### src/rtl/bus_arbiter.sv
// Round-robin owner arbiter for the shared 16-bit datapath bus: one-hot
// registered gate enables, a dead turnaround cycle between owners, and a hold-limit watchdog.
module bus_arbiter #(
  parameter int HOLD_MAX = 16
) (
  input  logic       Clk,
  input  logic       Reset_n,
  input  logic [3:0] req,
  input  logic [3:0] done,
  output logic [3:0] grant,
  output logic       GatePC,
  output logic       GateMDR,
  output logic       GateALU,
  output logic       GateMARMUX,
  output logic       bus_busy,
  output logic       timeout
);

  localparam int CW = $clog2(HOLD_MAX + 1);

  typedef enum logic [1:0] {
    ST_IDLE  = 2'd0,
    ST_GRANT = 2'd1,
    ST_TURN  = 2'd2
  } state_t;

  state_t          state_r;
  logic [1:0]      owner_r;
  logic [1:0]      last_r;
  logic [CW-1:0]   hold_cnt_r;
  logic [3:0]      grant_r;
  logic            bus_busy_r;
  logic            timeout_r;

  logic [2:0]      pick_s;
  logic            rel_done_s;
  logic            rel_req_s;
  logic            rel_lim_s;
  logic            release_s;

  // Returns {found, index}; the offsets are walked downward so the lowest offset
  // from last+1 wins, leaving index 'base' itself as the lowest priority.
  function automatic logic [2:0] rr_pick(input logic [3:0] r, input logic [1:0] base);
    logic [2:0] res;
    logic [1:0] idx;
    res = 3'b000;
    for (int i = 4; i >= 1; i--) begin
      idx = base + 2'(i);
      if (r[idx]) begin
        res = {1'b1, idx};
      end
    end
    return res;
  endfunction

  assign pick_s     = rr_pick(req, last_r);
  assign rel_done_s = done[owner_r];
  assign rel_req_s  = ~req[owner_r];
  assign rel_lim_s  = (hold_cnt_r == CW'(HOLD_MAX - 1));
  assign release_s  = rel_done_s | rel_req_s | rel_lim_s;

  // Sequencer: arbitration, hold counting and all registered outputs.
  always_ff @(posedge Clk or negedge Reset_n) begin
    if (!Reset_n) begin
      state_r    <= ST_IDLE;
      owner_r    <= 2'd0;
      last_r     <= 2'd3;
      hold_cnt_r <= '0;
      grant_r    <= 4'b0000;
      bus_busy_r <= 1'b0;
      timeout_r  <= 1'b0;
    end else begin
      case (state_r)
        ST_IDLE, ST_TURN: begin
          timeout_r  <= 1'b0;
          hold_cnt_r <= '0;
          if (pick_s[2]) begin
            state_r    <= ST_GRANT;
            owner_r    <= pick_s[1:0];
            last_r     <= pick_s[1:0];
            grant_r    <= 4'b0001 << pick_s[1:0];
            bus_busy_r <= 1'b1;
          end else begin
            state_r    <= ST_IDLE;
            grant_r    <= 4'b0000;
            bus_busy_r <= 1'b0;
          end
        end
        ST_GRANT: begin
          if (release_s) begin
            state_r    <= ST_TURN;
            grant_r    <= 4'b0000;
            bus_busy_r <= 1'b0;
            hold_cnt_r <= '0;
            // A concurrent done or dropped request makes this a normal release.
            timeout_r  <= rel_lim_s & ~rel_done_s & ~rel_req_s;
          end else begin
            hold_cnt_r <= hold_cnt_r + CW'(1);
            timeout_r  <= 1'b0;
          end
        end
        default: begin
          state_r    <= ST_IDLE;
          grant_r    <= 4'b0000;
          bus_busy_r <= 1'b0;
          timeout_r  <= 1'b0;
          hold_cnt_r <= '0;
        end
      endcase
    end
  end

  assign grant      = grant_r;
  assign GatePC     = grant_r[0];
  assign GateMDR    = grant_r[1];
  assign GateALU    = grant_r[2];
  assign GateMARMUX = grant_r[3];
  assign bus_busy   = bus_busy_r;
  assign timeout    = timeout_r;

endmodule

### config.mk
export PLATFORM = sky130hd
export DESIGN_NAME = bus_arbiter
export DESIGN_NICKNAME = d
export VERILOG_FILES = /design/src/rtl/bus_arbiter.sv
export SDC_FILE = /design/constraint.sdc
export NUM_CORES = 1
export LEC_CHECK = 0
export BUFFER_PORTS_ARGS = -buffer_cell sky130_fd_sc_hd__buf_2
export CORE_MARGIN = 1.5
export CORE_UTILIZATION = 58
export CTS_BUF_LIST = sky130_fd_sc_hd__clkbuf_8
export DETAILED_ROUTE_END_ITERATION = 7
export PLACE_DENSITY = 0.92
export SETUP_SLACK_MARGIN = 0.2
export SLEW_MARGIN = 20
export SYNTH_ARGS = -nofsm -noshare
export SYNTH_HDL_FRONTEND = slang
export SYNTH_SLANG_ARGS = --single-unit
export TNS_END_PERCENT = 1
### constraint.sdc
create_clock -name Clk -period 2.96 [get_ports Clk]
set_clock_uncertainty 0.15 [all_clocks]
set_input_delay 0.592 -clock Clk [delete_from_list [all_inputs] [get_ports Clk]]
set_output_delay 0.592 -clock Clk [all_outputs]
set_load 0.03 [all_outputs]
==> flow_summary.toml, run 1 <==
[final_layout]
layout.nets = 105
diodes = 0
drive_above_1_share_pct = 37.0
most-common-layout-cells = "19 x sky130_fd_sc_hd__buf_2, 15 x sky130_fd_sc_hd__dfrtp_1, 7 x sky130_fd_sc_hd__nand2b_1"
layout.cell_area.non_filler_um2 = 965
final_common_cell = "sky130_fd_sc_hd__buf_2"
layout_stage_area_growth_over_the_synthesis_result_pct = 15.6

[route]
drtAntennaViolNets = 0
drt-wirelength-per-cell_um = 15.3
drc_errors = 0
route.final.wire_length_um = 1630
vias = 640
vias_per_cell = 5.98
drt_iter0_drc = 9
drtPass1Iterations = 4

[floorplan]
floorplan.rows = 13
pin_count = 20
fp.dieArea_um2 = 1680
initial_core_util_pct = 63.3
dieWidth_um = 40.9
core_region_area_um2 = 1320
die_h_um = 40.9

[logic_synthesis]
number_of_distinct_library_cells_after_synthesis = 31
synthesis.nets = 85
synth.ff_latch_count = 17
synth_edf_count = 0
synth_sequential_area_ratio_pct = 51.3
synthesis.area_um2 = 835
post_synth.cell_area_avg_um2 = 11.4
synth-async-reset-ratio_pct = 100
postSynthCellCount = 73
dominantRegCellSynth = "sky130_fd_sc_hd__dfrtp_1"
ys.warnings.count = 0

[cts]
hold_buffers = 0
clk_pin_slew_worst_paths_ps = 70
tritoncts = "built"
htree_levels = 1
clock-sinks = 17
cts_setup_buffers = 0
clock_latency_ps = 250
post_cts_resize_count = 0
cts-root-buf = "sky130_fd_sc_hd__clkbuf_8"
clock_tree.buffer_depth = 2
cts-buffers-inserted = 3

[critical_path]
critical_path.cell_chain = "buf_2 > nor4_1 > or2_2 > nor4_1 > a22o_1"
worst_ep_required_time_ps = 3000
timing.critical_path.arrival_ps = 1920
timing.critical_path.from = "req[1]"
timing.critical_path.slowest_stage_cell = "sky130_fd_sc_hd__nor4_1"
critical_path_class = "primary input to flip-flop"
critical_path.endpoint_type = "flip-flop"
crit-reg2reg-launch = "hold_cnt_r[0]$_DFF_PN0_"
critical_path.top_delay_family = "simple AND/OR/NAND/NOR gates"
critPathMaxStageDelay_ps = 560
startpoint_type = "primary input"
path_buf_inv = 1
critical_path.max_fanout = 7
timing.critical_path.mode_cell = "sky130_fd_sc_hd__nor4_1"

[flow_run]
max_cap_violations = 0

[sta]
post-route-min-period_ps = 1890
clock.fmax_mhz = 530
finalSetupTns_ps = 0
finalHoldViolations = 0
timing.slew.headroom_pct = 51.7
worst_slew_pin_slew_ps = 717
maxSlewViolCount = 0
setup-violations-final = 0
final_min_period_over_clock_period_pct = 63.7
grt_setup_unrepaired = "no"

[placement]
buffer_ports.inserted = 19
detailed_place.area_um2 = 918
gpl.final_weighted_congestion = 0.839
hpwl_um = 1170

[pwr]
power.density_cell_area_nw_per_um2 = 975
total_leakage_power_nw = 0.470
irDropWorstVdd_uv = 676

[global_routing]
number_of_antenna_violations_at_the_first_check_in_global_routing = 0
globalRouteOverflowTotal = 0
grt_first_pass_wirelength_um = 2680
overall_global_routing_resource_usage_pct = 25.1
grt_max_degree = 18
grt_pass1_vias = 631

[outcome]
run_status = "completed"

[worst_hold_path]
holdCritPathClass = "primary input to async pin"
-- final cells by class --
type | count | area (µm²)
clock buffers | 3 | 41.3
clock inverters | 1 | 5.00
fillers | 101 | 353
inverters | 1 | 3.75
multi-input cells | 51 | 373
flip-flops and latches | 17 | 428
well taps | 15 | 18.8
repair buffers | 19 | 95.1
-- metal layers --
layer,share of wire [%],GRT usage [%],routed length [µm],up-vias
met5,0,0,0,-
li1,-,-,-,300
met2,50,40.6,808,18
met1,45,30.9,738,318
met4,1.3,12.5,22,0
met3,3.9,5.98,63,4
-- synthesized netlist by cell type (all sizes together), types with 3 or more instances --
master | number | share of area (%)
dfrtp | 15 | 45
nor2 | 8 | 4.8
buf | 4 | 3.6
nand2b | 7 | 5.2
nand2 | 3 | 1.3
a21oi | 4 | 2.4
a21o | 3 | 2.7
-- worst paths after layout --
kind                                           end  slack, ps  cells after the start
setup / recovery              grant[2]$_DFFE_PN0P_       1070                      5
hold / removal             hold_cnt_r[3]$_DFF_PN0_        100                      1
setup reg to reg           hold_cnt_r[3]$_DFF_PN0_       1100                      5
hold reg to reg               bus_busy$_DFFE_PN0P_        340                      1
max in group asynchronous    last_r[1]$_DFFE_PN1P_       2250                      1
min in group Clk              bus_busy$_DFFE_PN0P_        340                      1
-- stage by stage --
stage | setup WS, ps | total power [W] | util [%] | cells | hold slack [ps]
after floorplan | 997 | 0.000684 | - | 73 | 146
after global placement | 832 | 0.000753 | 69.7 | 103 | 303
after detailed placement | 838 | 0.000767 | 69.7 | 103 | 314
after CTS | 1090 | 0.000940 | 73.2 | 107 | 111
after global routing | 936 | 0.00100 | 73.2 | 107 | 130
final | 1070 | 0.000940 | 73.2 | 107 | 96.4
-- cell families after synthesis --
logic type               Yosys count  synth area share (%)
AO/OA/AOI/OAI                     16                  14.1
adder cells (fa/ha/maj)            2                  3.00
XOR/XNOR                           2                  2.10
AND/OR/NAND/NOR                   29                  21.6
buffers and inverters              5                  4.05
multiplexers                       2                  3.90
flip-flops                        17                  51.3
-- sequential cells by signal, summed over array words and instances, names as in the netlist --
register    flops
state_r         2
owner_r         2
grant           4
timeout         1
bus_busy        1
hold_cnt_r      5
last_r          2
-- power by group --
group | leakage, nW | internal, W | switching, W | total [W]
Combinational | 0.227 | 0.000138 | 0.000251 | 0.000389
Sequential | 0.218 | 0.000318 | 0.0000607 | 0.000378
Clock | 0.0255 | 0.0000933 | 0.0000799 | 0.000173
Total | 0.470 | 0.000549 | 0.000391 | 0.000940
Note: power is estimated with default switching activity, not from simulation.
==> inputs of run 2 (changes only) <==
- CORE_UTILIZATION: 58 -> 54
- PLACE_DENSITY: 0.92 -> 0.87
- clock period: 2.96 -> 1.8 ns (I/O delays scaled with it)
==> run 2 against run 1 <==
  * Power up 72%
  * Worst hold slack better by 250 ps
  * Global-route usage fell by 1.8 points
  * Sequential share of layout area down 4.4 points
  * First-iteration DRC count rose by 100%
  * Utilization is 0.52 points lower
  * Critical endpoint is now hold_cnt_r[0]$_DFF_PN0_
  * Die area is 6.9% higher
  * Worst setup slack worse by 950 ps
==> flow_summary.toml, run 2 (synthesis results as in run 1) <==
[cts]
cts-root-buf = "sky130_fd_sc_hd__clkbuf_8"
clock-sinks = 17
clock_tree.buffer_depth = 2
cts-buffers-inserted = 3
tritoncts = "built"
htree_levels = 1
clock_latency_ps = 250
clk_pin_slew_worst_paths_ps = 60

[route]
route.final.wire_length_um = 1810
drc_errors = 0
vias = 666
vias_per_cell = 5.64
drtPass1Iterations = 4
drtAntennaViolNets = 0
drt-wirelength-per-cell_um = 15.3
drt_iter0_drc = 18

[sta]
post-route-min-period_ps = 1680
clock.fmax_mhz = 595
worst_slew_pin_slew_ps = 406
finalHoldViolations = 0
grt_setup_unrepaired = "yes"
timing.slew.headroom_pct = 72.7
setup-violations-final = 0
timing.final.ws_setup_ps = 121
final_min_period_over_clock_period_pct = 93.3
maxSlewViolCount = 0

[final_layout]
sequential_cell_area_um2 = 428
largest_reg_flops = 5
final_common_cell = "sky130_fd_sc_hd__buf_2"
largest_reg_by_ff_count = "hold_cnt_r"
most-common-layout-cells = "19 x sky130_fd_sc_hd__buf_2, 15 x sky130_fd_sc_hd__dfrtp_1, 9 x sky130_fd_sc_hd__buf_4"
diodes = 0
layout.nets = 115
layout_stage_area_growth_over_the_synthesis_result_pct = 28.2
drive_above_1_share_pct = 46.1
multi_input_comb_area_um2 = 399
layout.cell_area.non_filler_um2 = 1070
n_fill_cell = 117

[placement]
gpl.final_weighted_congestion = 0.850
buffer_ports.inserted = 19
detailed_place.area_um2 = 965
hpwl_um = 1290
pre_cts_setup_slack_ps = -72.5

[pwr]
p_sw_w = 0.000663
power.switching_fraction_pct = 40.9
power_frac_seq_pct = 38.6
irDropWorstVdd_uv = 1080
power.density_cell_area_nw_per_um2 = 1520
cellInternalPower_w = 0.000958
total_leakage_power_nw = 0.516
clock_power_share_pct = 17.1
combinational_fraction_of_design_power_pct = 44.3

[floorplan]
core_region_area_um2 = 1470
dieWidth_um = 42.3
fp.dieArea_um2 = 1790
die_h_um = 42.3
floorplan.rows = 14
initial_core_util_pct = 56.7
pin_count = 20

[critical_path]
critical_path_class = "flip-flop to flip-flop"
timing.critical_path.arrival_ps = 1710
worst_ep_required_time_ps = 1830
critical_path.max_fanout = 5
timing.critical_path.slowest_stage_cell = "sky130_fd_sc_hd__mux4_2"
path_buf_inv = 0
critical_path.endpoint_type = "flip-flop"
critical_path.top_delay_family = "multiplexers"
startpoint_type = "flip-flop"
critical_path.cell_chain = "mux4_2 > or3_4 > nor2_2"
critPathMaxStageDelay_ps = 570

[global_routing]
number_of_antenna_violations_at_the_first_check_in_global_routing = 0
globalRouteOverflowTotal = 0
grt_first_pass_wirelength_um = 3060
overall_global_routing_resource_usage_pct = 23.3
grt_max_degree = 18
grt_pass1_vias = 729

[flow_run]
max_cap_violations = 0

[worst_hold_path]
holdCritPathClass = "flip-flop to flip-flop"

[outcome]
run_status = "completed"
==> run 2: changes by cell type in the layout (fill, tap and decap cells not counted), sizes merged <==
cell and delta:
buf +9, dlygate4sd3 +1
==> run 2: what timing repair did <==
action / 4_1_cts / 5_1_grt
setup endpoints to repair: 14 / 14
resized for setup: 4 / 1
pin swaps: 2 / 2
hold buffers: 1 / 0
hold endpoints to repair: 15 / 0
buffers inserted: 0 / 3
==> run 2: path summary, 6_finish.rpt <==
path | startpoint | to | slack [ps] | cells after the start
max in group asynchronous | Reset_n | last_r[0]$_DFFE_PN1P_ | 770 | 2
min | bus_busy$_DFFE_PN0P_ | bus_busy$_DFFE_PN0P_ | 350 | 1
min in group asynchronous | Reset_n | state_r[1]$_DFFE_PN0P_ | 420 | 2
max reg2reg | owner_r[0]$_DFFE_PN0P_ | hold_cnt_r[0]$_DFF_PN0_ | 120 | 3
min reg2reg | bus_busy$_DFFE_PN0P_ | bus_busy$_DFFE_PN0P_ | 350 | 1
max | owner_r[0]$_DFFE_PN0P_ | hold_cnt_r[0]$_DFF_PN0_ | 120 | 3
==> run 2: area by class of cell <==
type                    count  area share, %
clock buffers               3           3.86
inverters                   1          0.351
clock inverters             1          0.468
multi-input cells          51           37.3
flip-flops and latches     17           40.0
well taps                  16           1.87
repair buffers             29           16.1
==> run 2: power by group through the flow <==
stage               Clock [W]  Combinational, W  Sequential (W)
floorplan                   0          0.000424        0.000701
global placement            0          0.000646        0.000622
detailed placement          0          0.000668        0.000629
CTS                  0.000278          0.000686        0.000622
global route         0.000296          0.000770        0.000638
finish               0.000277          0.000718        0.000626
==> run 2: worst reg2reg max path, cell delays in order (launching register included) <==
cell and delay (ps):
sky130_fd_sc_hd__dfrtp_1 370, sky130_fd_sc_hd__mux4_2 570, sky130_fd_sc_hd__or3_4 440, sky130_fd_sc_hd__nor2_2 90
==> run 2: metal layers <==
metal  global-route usage (%)  routed length [µm]  up-vias
li1                         -                   -      314
met1                     24.1                 716      324
met2                     43.4                 999       21
met3                     4.74                  51        7
met4                     11.9                  40        0
met5                        0                   0        -
==> run 2: through the flow <==
stage / utilization (%) / power (W) / TNS [ps] / cells / hold WS, ps
final: 72.7 / 0.00162 / 0 / 118 / 345
after detailed placement: 65.6 / 0.00130 / -583 / 110 / 148
after CTS: 71.0 / 0.00159 / 0 / 115 / 348
after floorplan: - / 0.00112 / 0 / 73 / -85.6
after global routing: 72.7 / 0.00171 / 0 / 118 / 360
after global placement: 65.6 / 0.00127 / -318 / 110 / 135
==> inputs of run 3 (changes only) <==
- CORE_ASPECT_RATIO: default -> 1.4
- CORE_UTILIZATION: 54 -> 29
- PLACE_DENSITY: 0.87 -> 0.55
==> run 3 against run 2 <==
  * First-iteration DRC count shrank 44%
  * Non-clock buffer count shrank 2
  * Via count shrank 5.4%
  * Critical path depth is the same
  * Clock power grew 2%
  * Die area grew 80%
  * Utilization shrank 32 points
  * Power shrank 2.7%
  * Final cell count grew 15%
  * Sequential cell count is the same
  * Wire length shrank 8.8%
  * Register-to-register slack lost 20 ps
  * Largest cell class unchanged
  * Largest power group unchanged
  * Highest routed layer is now met3
==> flow_summary.toml, run 3 (synthesis results as in run 1) <==
[final_layout]
diodes = 0
multi_input_comb_area_um2 = 399
layout_stage_area_growth_over_the_synthesis_result_pct = 29.4
n_fill_cell = 277
most-common-layout-cells = "19 x sky130_fd_sc_hd__buf_2, 15 x sky130_fd_sc_hd__dfrtp_1, 7 x sky130_fd_sc_hd__nand2b_1, 7 x sky130_fd_sc_hd__buf_4"
layout.nets = 113
fin_cells = 136
largest_reg_by_ff_count = "hold_cnt_r"
sequential_cell_area_um2 = 428
largest_reg_flops = 5
final_common_cell = "sky130_fd_sc_hd__buf_2"
drive_above_1_share_pct = 45.0

[route]
drtPass1Iterations = 4
drc_errors = 0
drt_iter0_drc = 10
drt-wirelength-per-cell_um = 12.1
vias_per_cell = 4.63
vias = 630
drtAntennaViolNets = 0
route.final.wire_length_um = 1650

[sta]
grt_setup_unrepaired = "yes"
finalHoldViolations = 0
post-route-min-period_ps = 1700
final_min_period_over_clock_period_pct = 94.4
clock.fmax_mhz = 588
maxSlewViolCount = 0
worst_slew_pin_slew_ps = 430
timing.slew.headroom_pct = 71.1
setup-violations-final = 0
finalSetupTns_ps = 0

[global_routing]
grt_pass1_vias = 710
grt_max_degree = 18
number_of_antenna_violations_at_the_first_check_in_global_routing = 0
grt_first_pass_wirelength_um = 2990
globalRouteOverflowTotal = 0
overall_global_routing_resource_usage_pct = 11.8

[worst_hold_path]
worst_hold_path.num_cells = 1
holdCritPathClass = "flip-flop to flip-flop"
min_from = "bus_busy$_DFFE_PN0P_"
hold_path_end = "bus_busy$_DFFE_PN0P_"

[pwr]
total_leakage_power_nw = 0.504
power.density_cell_area_nw_per_um2 = 1460
irDropWorstVdd_uv = 879

[critical_path]
critical_path.max_fanout = 5
reg2reg_setup_slack_ps = 100
critical_path_class = "flip-flop to flip-flop"
reg2reg_to = "hold_cnt_r[3]$_DFF_PN0_"
worst_ep_required_time_ps = 1830
crit-reg2reg-launch = "owner_r[0]$_DFFE_PN0P_"
timing.reg2reg.worst_path_depth = 3
critical_path.endpoint_type = "flip-flop"
startpoint_type = "flip-flop"
timing.critical_path.arrival_ps = 1730

[cts]
tritoncts = "built"
htree_levels = 1
cts-root-buf = "sky130_fd_sc_hd__clkbuf_8"
clock-sinks = 17
clock_latency_ps = 250
clk_pin_slew_worst_paths_ps = 70
cts-buffers-inserted = 3
clock_tree.buffer_depth = 2
cts_setup_buffers = 0

[flow_run]
max_cap_violations = 0

[outcome]
run_status = "completed"

[floorplan]
initial_core_util_pct = 31.3
core_region_area_um2 = 2670
floorplan.rows = 22
pin_count = 20
dieWidth_um = 48.3
die_h_um = 66.5
fp.dieArea_um2 = 3210

[placement]
hpwl_um = 1250
placed_cells = 131
buffer_ports.inserted = 19
gpl.final_weighted_congestion = 0.704
[run 3: worst max-delay path: stages, from the launching register on]
cell	delay [ps]
sky130_fd_sc_hd__dfrtp_1	380
sky130_fd_sc_hd__mux4_2	570
sky130_fd_sc_hd__or3_4	440
sky130_fd_sc_hd__nor2_2	90
[run 3: report_power, final]
part	leakage [nW]	switching (W)	internal (W)
logic	0.261	0.000412	0.000259
clock network	0.0255	0.000129	0.000153
registers	0.218	0.000101	0.000522
total	0.504	0.000643	0.000934
[run 3: what timing repair did]
item                                   4_1_cts  5_1_grt
setup endpoints to repair                   14       14
hold buffers                                 1        0
pin swaps                                    2        2
gates resized for setup                      3        2
endpoints found under the hold margin       15        0
[run 3: worst max path at each step]
| stage | slack, ps | start | endpoint |
|---|---|---|---|
| after floorplan | 70 | done[3] | hold_cnt_r[0]$_DFF_PN0_ |
| after global placement | -70 | done[0] | hold_cnt_r[0]$_DFF_PN0_ |
| after detailed placement | -90 | done[3] | hold_cnt_r[3]$_DFF_PN0_ |
| after CTS | 80 | owner_r[0]$_DFFE_PN0P_ | grant[2]$_DFFE_PN0P_ |
| after global routing | 3 | owner_r[0]$_DFFE_PN0P_ | grant[2]$_DFFE_PN0P_ |
| final | 100 | owner_r[0]$_DFFE_PN0P_ | hold_cnt_r[3]$_DFF_PN0_ |
[run 3: per-layer routing]
layer,track usage (%),part of all wire [%],up-vias
met5,0,0,-
met3,2.02,2.4,0
met2,20.8,52,8
li1,-,-,311
met1,14.4,46,311
met4,4.29,0,0
[run 3: metrics by stage]
stage / instance area (µm²) / total power, W / hold slack (ps) / setup slack (ps) / util (%)
6_report: 1080 / 0.00158 / 324 / 101 / 40.4
5_1_grt: 1080 / 0.00169 / 367 / 3.10 / 40.4
4_1_cts: 1060 / 0.00160 / 330 / 80.1 / 39.9
3_5_place_dp: 997 / 0.00130 / 155 / -92.5 / 37.3
3_3_place_gp: 997 / 0.00129 / 141 / -69.0 / 37.3
2_1_floorplan: 835 / 0.00112 / -85.6 / 72.0 / -
[run 3: final cells by class]
cell class | count | share of cell area, %
clock buffers | 3 | 3.82
flip-flops and latches | 17 | 39.6
repair buffers | 27 | 14.6
clock inverters | 1 | 0.463
inverters | 1 | 0.348
well taps | 36 | 4.17
multi-input cells | 51 | 37.0
